<file path="config.mk">
export PLATFORM = sky130hd
export DESIGN_NAME = ctrl_sequencer_flat
export DESIGN_NICKNAME = d
export VERILOG_FILES = /design/src/rtl/ctrl_sequencer_if.sv /design/src/rtl/ctrl_sequencer.sv /design/src/flat_wrapper.sv
export SDC_FILE = /design/constraint.sdc
export NUM_CORES = 1
export LEC_CHECK = 0
export ABC_AREA = 1
export BUFFER_PORTS_ARGS = -buffer_cell sky130_fd_sc_hd__buf_2
export CORE_MARGIN = 8
export CORE_UTILIZATION = 35
export CTS_BUF_LIST = sky130_fd_sc_hd__clkbuf_16
export DETAILED_ROUTE_END_ITERATION = 8
export SLEW_MARGIN = 20
export SYNTH_ARGS = -nofsm -noshare
export SYNTH_HDL_FRONTEND = slang
export SYNTH_SLANG_ARGS = --single-unit
</file>
<file path="constraint.sdc">
create_clock -name clk -period 1.65 [get_ports clk]
set_input_delay 0.0825 -clock clk [delete_from_list [all_inputs] [get_ports clk]]
set_output_delay 0.0825 -clock clk [all_outputs]
set_load 0.05 [all_outputs]
</file>
<file path="src/rtl/ctrl_sequencer_if.sv">
`default_nettype none
//============================================================================
// Module      : ctrl_sequencer_if
// Description : Control-strobe bundle between the hardwired sequencer and
//               the CPU datapath. The sequencer reads back the IR contents
//               and drives every datapath control strobe.
//
//   ir         datapath -> sequencer  current instruction register contents
//   Rin        sequencer -> datapath  one-hot register load strobes
//   Rout       sequencer -> datapath  one-hot register bus-drive strobes
//   PCout .. Cout                     single-bit datapath strobes
//   ALUselect  sequencer -> datapath  ALU operation code
//   halted     sequencer -> system    high while parked in HALT
//   retired    sequencer -> system    completed-instruction counter
//
// Revision    : 1.0  initial release
//============================================================================
interface ctrl_sequencer_if;
    logic [31:0] ir;
    logic [15:0] Rin;
    logic [15:0] Rout;
    logic        PCout;
    logic        IncPC;
    logic        MARin;
    logic        MDRread;
    logic        MDRin;
    logic        MDRout;
    logic        IRin;
    logic        Yin;
    logic        Zin;
    logic        ZLowout;
    logic        Cout;
    logic [3:0]  ALUselect;
    logic        halted;
    logic [15:0] retired;

    // Sequencer side.
    modport master (
        input  ir,
        output Rin, Rout, PCout, IncPC, MARin, MDRread, MDRin, MDRout,
               IRin, Yin, Zin, ZLowout, Cout, ALUselect, halted, retired
    );

    // Datapath side.
    modport slave (
        output ir,
        input  Rin, Rout, PCout, IncPC, MARin, MDRread, MDRin, MDRout,
               IRin, Yin, Zin, ZLowout, Cout, ALUselect, halted, retired
    );
endinterface : ctrl_sequencer_if
`default_nettype wire

</file>
<file path="src/rtl/ctrl_sequencer.sv">
`default_nettype none
//============================================================================
// Module      : ctrl_sequencer
// Description : Hardwired multi-cycle control unit. Sequences instruction
//               fetch (T0..T2) and executes R-format ALU, I-format ALU, nop
//               and halt instructions (T3..T5) by decoding the IR contents
//               read back from the datapath. Unknown opcodes execute as nop.
//
// Ports
//   clk   system clock, all state changes on the rising edge
//   clr   synchronous active-high reset
//   bus   ctrl_sequencer_if.master : ir in, all datapath strobes out,
//         halted flag and 16-bit retired-instruction counter
//
// Parameters
//   MEM_WAIT  extra cycles T1 is held for memory latency (0..7)
//
// Revision    : 1.0  initial release
//============================================================================
module ctrl_sequencer #(
    parameter int MEM_WAIT = 0
) (
    input  wire logic         clk,
    input  wire logic         clr,
    ctrl_sequencer_if.master  bus
);

    //------------------------------------------------------------------------
    // Opcodes
    //------------------------------------------------------------------------
    localparam logic [4:0] c_op_add  = 5'b00011;
    localparam logic [4:0] c_op_sub  = 5'b00100;
    localparam logic [4:0] c_op_and  = 5'b00101;
    localparam logic [4:0] c_op_or   = 5'b00110;
    localparam logic [4:0] c_op_shr  = 5'b01000;
    localparam logic [4:0] c_op_shl  = 5'b01001;
    localparam logic [4:0] c_op_addi = 5'b01100;
    localparam logic [4:0] c_op_andi = 5'b01101;
    localparam logic [4:0] c_op_ori  = 5'b01110;
    localparam logic [4:0] c_op_halt = 5'b11011;

    // Last value of the wait counter before leaving T1. The counter is
    // three bits wide, which bounds MEM_WAIT to 0..7.
    localparam logic [2:0] c_wait_last = 3'(MEM_WAIT);

    //------------------------------------------------------------------------
    // State encoding
    //------------------------------------------------------------------------
    typedef enum logic [2:0] {
        ST_RST  = 3'd0,
        ST_T0   = 3'd1,
        ST_T1   = 3'd2,
        ST_T2   = 3'd3,
        ST_T3   = 3'd4,
        ST_T4   = 3'd5,
        ST_T5   = 3'd6,
        ST_HALT = 3'd7
    } state_t;

    state_t      r_state;
    state_t      w_state_next;
    logic [2:0]  r_wait_cnt;
    logic [2:0]  w_wait_next;
    logic [15:0] r_retired;
    logic        w_retire;

    //------------------------------------------------------------------------
    // IR field decode
    //------------------------------------------------------------------------
    logic [4:0]  w_op;
    logic [3:0]  w_ra;
    logic [3:0]  w_rb;
    logic [3:0]  w_rc;
    logic        w_is_r;
    logic        w_is_i;
    logic        w_is_halt;
    logic [3:0]  w_alu_code;
    logic [15:0] w_ra_onehot;
    logic [15:0] w_rb_onehot;
    logic [15:0] w_rc_onehot;
    logic        w_unused_ir;

    assign w_op = bus.ir[31:27];
    assign w_ra = bus.ir[26:23];
    assign w_rb = bus.ir[22:19];
    assign w_rc = bus.ir[18:15];

    // Immediate / low IR bits belong to the datapath, not the sequencer.
    assign w_unused_ir = ^bus.ir[14:0];

    assign w_ra_onehot = 16'h0001 << w_ra;
    assign w_rb_onehot = 16'h0001 << w_rb;
    assign w_rc_onehot = 16'h0001 << w_rc;

    always_comb begin
        w_is_r     = 1'b0;
        w_is_i     = 1'b0;
        w_alu_code = 4'b0000;
        unique case (w_op)
            c_op_add:  begin w_is_r = 1'b1; w_alu_code = 4'b0000; end
            c_op_sub:  begin w_is_r = 1'b1; w_alu_code = 4'b0001; end
            c_op_and:  begin w_is_r = 1'b1; w_alu_code = 4'b0010; end
            c_op_or:   begin w_is_r = 1'b1; w_alu_code = 4'b0011; end
            c_op_shl:  begin w_is_r = 1'b1; w_alu_code = 4'b0100; end
            c_op_shr:  begin w_is_r = 1'b1; w_alu_code = 4'b0101; end
            c_op_addi: begin w_is_i = 1'b1; w_alu_code = 4'b0000; end
            c_op_andi: begin w_is_i = 1'b1; w_alu_code = 4'b0010; end
            c_op_ori:  begin w_is_i = 1'b1; w_alu_code = 4'b0011; end
            default:   begin w_is_r = 1'b0; w_is_i = 1'b0; end
        endcase
    end

    assign w_is_halt = (w_op == c_op_halt);

    //------------------------------------------------------------------------
    // State, wait counter and retired counter
    //------------------------------------------------------------------------
    always_ff @(posedge clk) begin
        if (clr) begin
            r_state    <= ST_RST;
            r_wait_cnt <= 3'd0;
            r_retired  <= 16'd0;
        end else begin
            r_state    <= w_state_next;
            r_wait_cnt <= w_wait_next;
            if (w_retire) begin
                r_retired <= r_retired + 16'd1;   // wraps naturally
            end
        end
    end

    assign bus.retired = r_retired;

    //------------------------------------------------------------------------
    // Next state and Moore strobes (state plus the stable IR contents)
    //------------------------------------------------------------------------
    always_comb begin
        w_state_next  = r_state;
        w_wait_next   = r_wait_cnt;
        w_retire      = 1'b0;

        bus.Rin       = 16'h0000;
        bus.Rout      = 16'h0000;
        bus.PCout     = 1'b0;
        bus.IncPC     = 1'b0;
        bus.MARin     = 1'b0;
        bus.MDRread   = 1'b0;
        bus.MDRin     = 1'b0;
        bus.MDRout    = 1'b0;
        bus.IRin      = 1'b0;
        bus.Yin       = 1'b0;
        bus.Zin       = 1'b0;
        bus.ZLowout   = 1'b0;
        bus.Cout      = 1'b0;
        bus.ALUselect = 4'b0000;
        bus.halted    = 1'b0;

        unique case (r_state)
            ST_RST: begin
                w_state_next = ST_T0;
            end

            ST_T0: begin
                bus.PCout    = 1'b1;
                bus.MARin    = 1'b1;
                bus.IncPC    = 1'b1;
                w_state_next = ST_T1;
            end

            // Memory read: held for 1+MEM_WAIT cycles. The counter is left
            // at zero on exit so the next fetch starts a fresh wait.
            ST_T1: begin
                bus.MDRread = 1'b1;
                bus.MDRin   = 1'b1;
                if (r_wait_cnt == c_wait_last) begin
                    w_wait_next  = 3'd0;
                    w_state_next = ST_T2;
                end else begin
                    w_wait_next  = r_wait_cnt + 3'd1;
                end
            end

            ST_T2: begin
                bus.MDRout   = 1'b1;
                bus.IRin     = 1'b1;
                w_state_next = ST_T3;
            end

            // First execute cycle: ALU instructions latch Rb into Y; halt
            // parks; everything else retires as a nop.
            ST_T3: begin
                if (w_is_r || w_is_i) begin
                    bus.Rout     = w_rb_onehot;
                    bus.Yin      = 1'b1;
                    w_state_next = ST_T4;
                end else if (w_is_halt) begin
                    w_state_next = ST_HALT;
                end else begin
                    w_retire     = 1'b1;
                    w_state_next = ST_T0;
                end
            end

            // Second operand: Rc for R-format, the sign-extended constant
            // (Cout) for I-format.
            ST_T4: begin
                bus.Zin       = 1'b1;
                bus.ALUselect = w_alu_code;
                if (w_is_r) begin
                    bus.Rout = w_rc_onehot;
                end else begin
                    bus.Cout = 1'b1;
                end
                w_state_next = ST_T5;
            end

            ST_T5: begin
                bus.ZLowout  = 1'b1;
                bus.Rin      = w_ra_onehot;
                w_retire     = 1'b1;
                w_state_next = ST_T0;
            end

            ST_HALT: begin
                bus.halted   = 1'b1;
                w_state_next = ST_HALT;
            end

            default: begin
                w_state_next = ST_RST;
            end
        endcase
    end

endmodule : ctrl_sequencer
`default_nettype wire

</file>
<file path="src/flat_wrapper.sv">
// flat-port wrapper written by rule: the top's interface ports become plain ports
module ctrl_sequencer_flat 
#(
    parameter int MEM_WAIT = 0
)
  (clk, clr, bus_ir, bus_Rin, bus_Rout, bus_PCout, bus_IncPC, bus_MARin, bus_MDRread, bus_MDRin, bus_MDRout, bus_IRin, bus_Yin, bus_Zin, bus_ZLowout, bus_Cout, bus_ALUselect, bus_halted, bus_retired);
  ctrl_sequencer_if bus_i ();
  input  wire logic clk;
  input  wire logic clr;
  input wire logic [$bits(bus_i.ir)-1:0] bus_ir;
  output wire logic [$bits(bus_i.Rin)-1:0] bus_Rin;
  output wire logic [$bits(bus_i.Rout)-1:0] bus_Rout;
  output wire logic [$bits(bus_i.PCout)-1:0] bus_PCout;
  output wire logic [$bits(bus_i.IncPC)-1:0] bus_IncPC;
  output wire logic [$bits(bus_i.MARin)-1:0] bus_MARin;
  output wire logic [$bits(bus_i.MDRread)-1:0] bus_MDRread;
  output wire logic [$bits(bus_i.MDRin)-1:0] bus_MDRin;
  output wire logic [$bits(bus_i.MDRout)-1:0] bus_MDRout;
  output wire logic [$bits(bus_i.IRin)-1:0] bus_IRin;
  output wire logic [$bits(bus_i.Yin)-1:0] bus_Yin;
  output wire logic [$bits(bus_i.Zin)-1:0] bus_Zin;
  output wire logic [$bits(bus_i.ZLowout)-1:0] bus_ZLowout;
  output wire logic [$bits(bus_i.Cout)-1:0] bus_Cout;
  output wire logic [$bits(bus_i.ALUselect)-1:0] bus_ALUselect;
  output wire logic [$bits(bus_i.halted)-1:0] bus_halted;
  output wire logic [$bits(bus_i.retired)-1:0] bus_retired;
  assign bus_i.ir = bus_ir;
  assign bus_Rin = bus_i.Rin;
  assign bus_Rout = bus_i.Rout;
  assign bus_PCout = bus_i.PCout;
  assign bus_IncPC = bus_i.IncPC;
  assign bus_MARin = bus_i.MARin;
  assign bus_MDRread = bus_i.MDRread;
  assign bus_MDRin = bus_i.MDRin;
  assign bus_MDRout = bus_i.MDRout;
  assign bus_IRin = bus_i.IRin;
  assign bus_Yin = bus_i.Yin;
  assign bus_Zin = bus_i.Zin;
  assign bus_ZLowout = bus_i.ZLowout;
  assign bus_Cout = bus_i.Cout;
  assign bus_ALUselect = bus_i.ALUselect;
  assign bus_halted = bus_i.halted;
  assign bus_retired = bus_i.retired;
  ctrl_sequencer #(.MEM_WAIT(MEM_WAIT)) u_core (.clk(clk), .clr(clr), .bus(bus_i));
endmodule
</file>
==> out/results.tsv <==
metric	value	unit
status	finished with violations	
failing checks	negative setup slack	
Critical R2R Launch	u_core.r_state[0]	
total grt overflow	0	
Hold WS	0.144	ns
Routed WL per cell	13.6	µm
clk root buf	clkbuf_16	
Initial Util	0.362	
worst min path class	primary input to flip-flop	
final WL	6.62	mm
Critical Path Start	u_core.r_state[1]	
CTS tree	yes	
Core ar.	5540	µm²
Period minus WS final	1.71	ns
clock buffer count from CTS	3	
Final WS setup	-0.0568	ns
R2R cell count	9	
register area share after synthesis	0.219	
Syn Nets	366	
I/O pin cnt	98	
final net count	452	
drt first pass iters	7	
CTS Buffer Depth	2	
first-pass GRT wire length	10.7	mm
DP HPWL	4.80	mm
Die Area	8420	µm²
iteration-0 DRC count of the detailed router	72	
Primary FF master, synth	dfxtp_1	
htree depth	1	
Synth area leader	dfxtp_1	
cell with the most instances after synthesis	nand2_1	
initial antenna violation count	0	
hold_buf cts	0	
Ys Warns	0	
top post-synthesis cells by area	dfxtp_1 (22%), nand3_1 (11%), nand2_1 (9.7%), nor2_1 (9.2%), inv_1 (7.3%)	
Yosys cell types	31	
Leakage	1.32	nW
cell count along the critical path	8	
Max Clock Skew	0.00646	ns
post-route design area	3050	µm²
die width	91.7	µm
Fmax achieved	586	MHz
Synth Register Bits	22	
Antenna diodes	0	
M1 wire length	2.95	mm
Post-synth top cells	nand2_1 (52), nor2_1 (49), nand3_1 (46)	
Synth Instances	329	
area growth from synthesis to layout	52.1	%
crit-path cells	inv_4 -> nand2_4 -> nor2_4 -> inv_4 -> nor2_4 -> nand2_4 -> o21ai_2 -> buf_6	
max-slew violations	0	
Fin. Hold Viols	0	
Post-DP Area	2640	µm²
via count	2388	
Worst-path clk slew	0.06	ns
clock latency on the worst-skew pair	0.25	ns
metal2 WL	3.10	mm
uppermost layer routed	met4	
number of max-cap violations	0	
crit path max-delay cell type	dfxtp_4	
setup violators final	5	
Setup Crit Path Kind	flip-flop to primary output	
vias in the first global route	2280	
Post-DRT Antenna Nets	0	
Crit path max-delay family	simple AND/OR/NAND/NOR gates	
Post-synth ARST share	0	
CP Capture Type	primary output	
Hold Crit Depth	2	
Critical Path RT	1.57	ns
slowest cell delay on critical path	0.36	ns
Sink Count	22	
Die Y	91.7	µm
RSZ-0062 raised after global routing	yes	
Max rail drop VDD	0.000464	V
largest net degree at the start of global routing	18	
hold_sp	clr	
R2R Setup Slk	0.18	ns
EDFF count, synth	0	
Via density	4.91	
Buf/Inv on CP	3	
Synth Area per Inst	6.10	µm²
WP data arrival	1.62	ns
total power	1.42	mW
GPL Wtd Cong	0.798	
# DRC	0	
fraction of layout cells with a size suffix above 1	0.454	
Final period util	1.03	
area share of the largest cell type after synthesis	0.219	
Post-Route Setup TNS	-0.144	ns
met3 routed WL	436	µm
# rows	27	
power per cell area	466	nW/µm²
startpoint types	flip-flop	
synthesized cell area	2010	µm²
Total GRT Usage	0.148	
Crit Path Max Fanout	5	
Port Buffers	81	
sequential cells by signal, summed over array words and instances (netlist names):
register and flops:
u_core.bus.retired 16, u_core.r_state 3, u_core.r_wait_cnt 3
logic make-up (layout without fill, tap and decap cells):
family | Yosys count | after routing | share of synthesized area
simple gates | 197 | 198 | 0.470
fa+ha+maj | 3 | 3 | 0.0187
buf+inv | 57 | 141 | 0.132
xor+xnor | 7 | 7 | 0.0305
compound gates | 42 | 42 | 0.127
other cells | 1 | 1 | 0.00187
flops | 22 | 22 | 0.219
power by group:
group          internal (mW)  switching (mW)  total (mW)  leakage, nW
combinational         0.0937           0.258       0.352         1.10
clock                  0.323           0.191       0.514       0.0385
sequential             0.541          0.0172       0.558        0.181
cells in the final DEF, fill, tap and decap left out, types with 6 or more instances in the layout:
master	n
a21oi_1	9
dfxtp_1	17
buf_4	14
nand2_2	14
inv_1	38
nor2_1	30
nor2_4	20
o21ai_2	11
o21ai_0	6
nand3_1	43
nor2_2	9
buf_6	21
nand2_4	6
a21oi_2	11
nand4_1	12
nand2_1	48
buf_2	52
nor3_1	8
layer usage:
layer | GRT usage | up-vias
li1 | - | 1247
met1 | 0.182 | 1061
met2 | 0.253 | 66
met3 | 0.0318 | 14
met4 | 0.0376 | 0
met5 | 0 | -
area by class of cell:
cell class              instances  area (µm²)
clock buffers                   3        75.1
multi-input cells             251        1580
well taps                      72        90.1
inverters                      42         170
fillers                       572        2490
clock inverters                 1        3.75
repair buffers                 95         684
flip-flops and latches         22         454
metrics by stage:
stage / utilization / std cells / worst slack, ns
2_1_floorplan: - / 329 / -0.383
3_3_place_gp: 0.476 / 473 / 0.0686
3_5_place_dp: 0.476 / 473 / 0.0336
4_1_cts: 0.524 / 482 / -0.0306
5_1_grt: 0.551 / 486 / -0.132
6_report: 0.551 / 486 / -0.0568
worst paths after layout:
| kind | to |
|---|---|
| setup / recovery | bus_Rout[5] |
| hold / removal | u_core.bus.retired[11] |
| setup reg to reg | u_core.bus.retired[1] |
| hold reg to reg | u_core.r_wait_cnt[2] |
timing repair:
action,4_1_cts,5_1_grt
resized for setup,51,36
buffers inserted,5,4
setup endpoints to repair,32,25
pin swaps,4,9
cloned,1,0
Power figures use the tool's default switching activity.
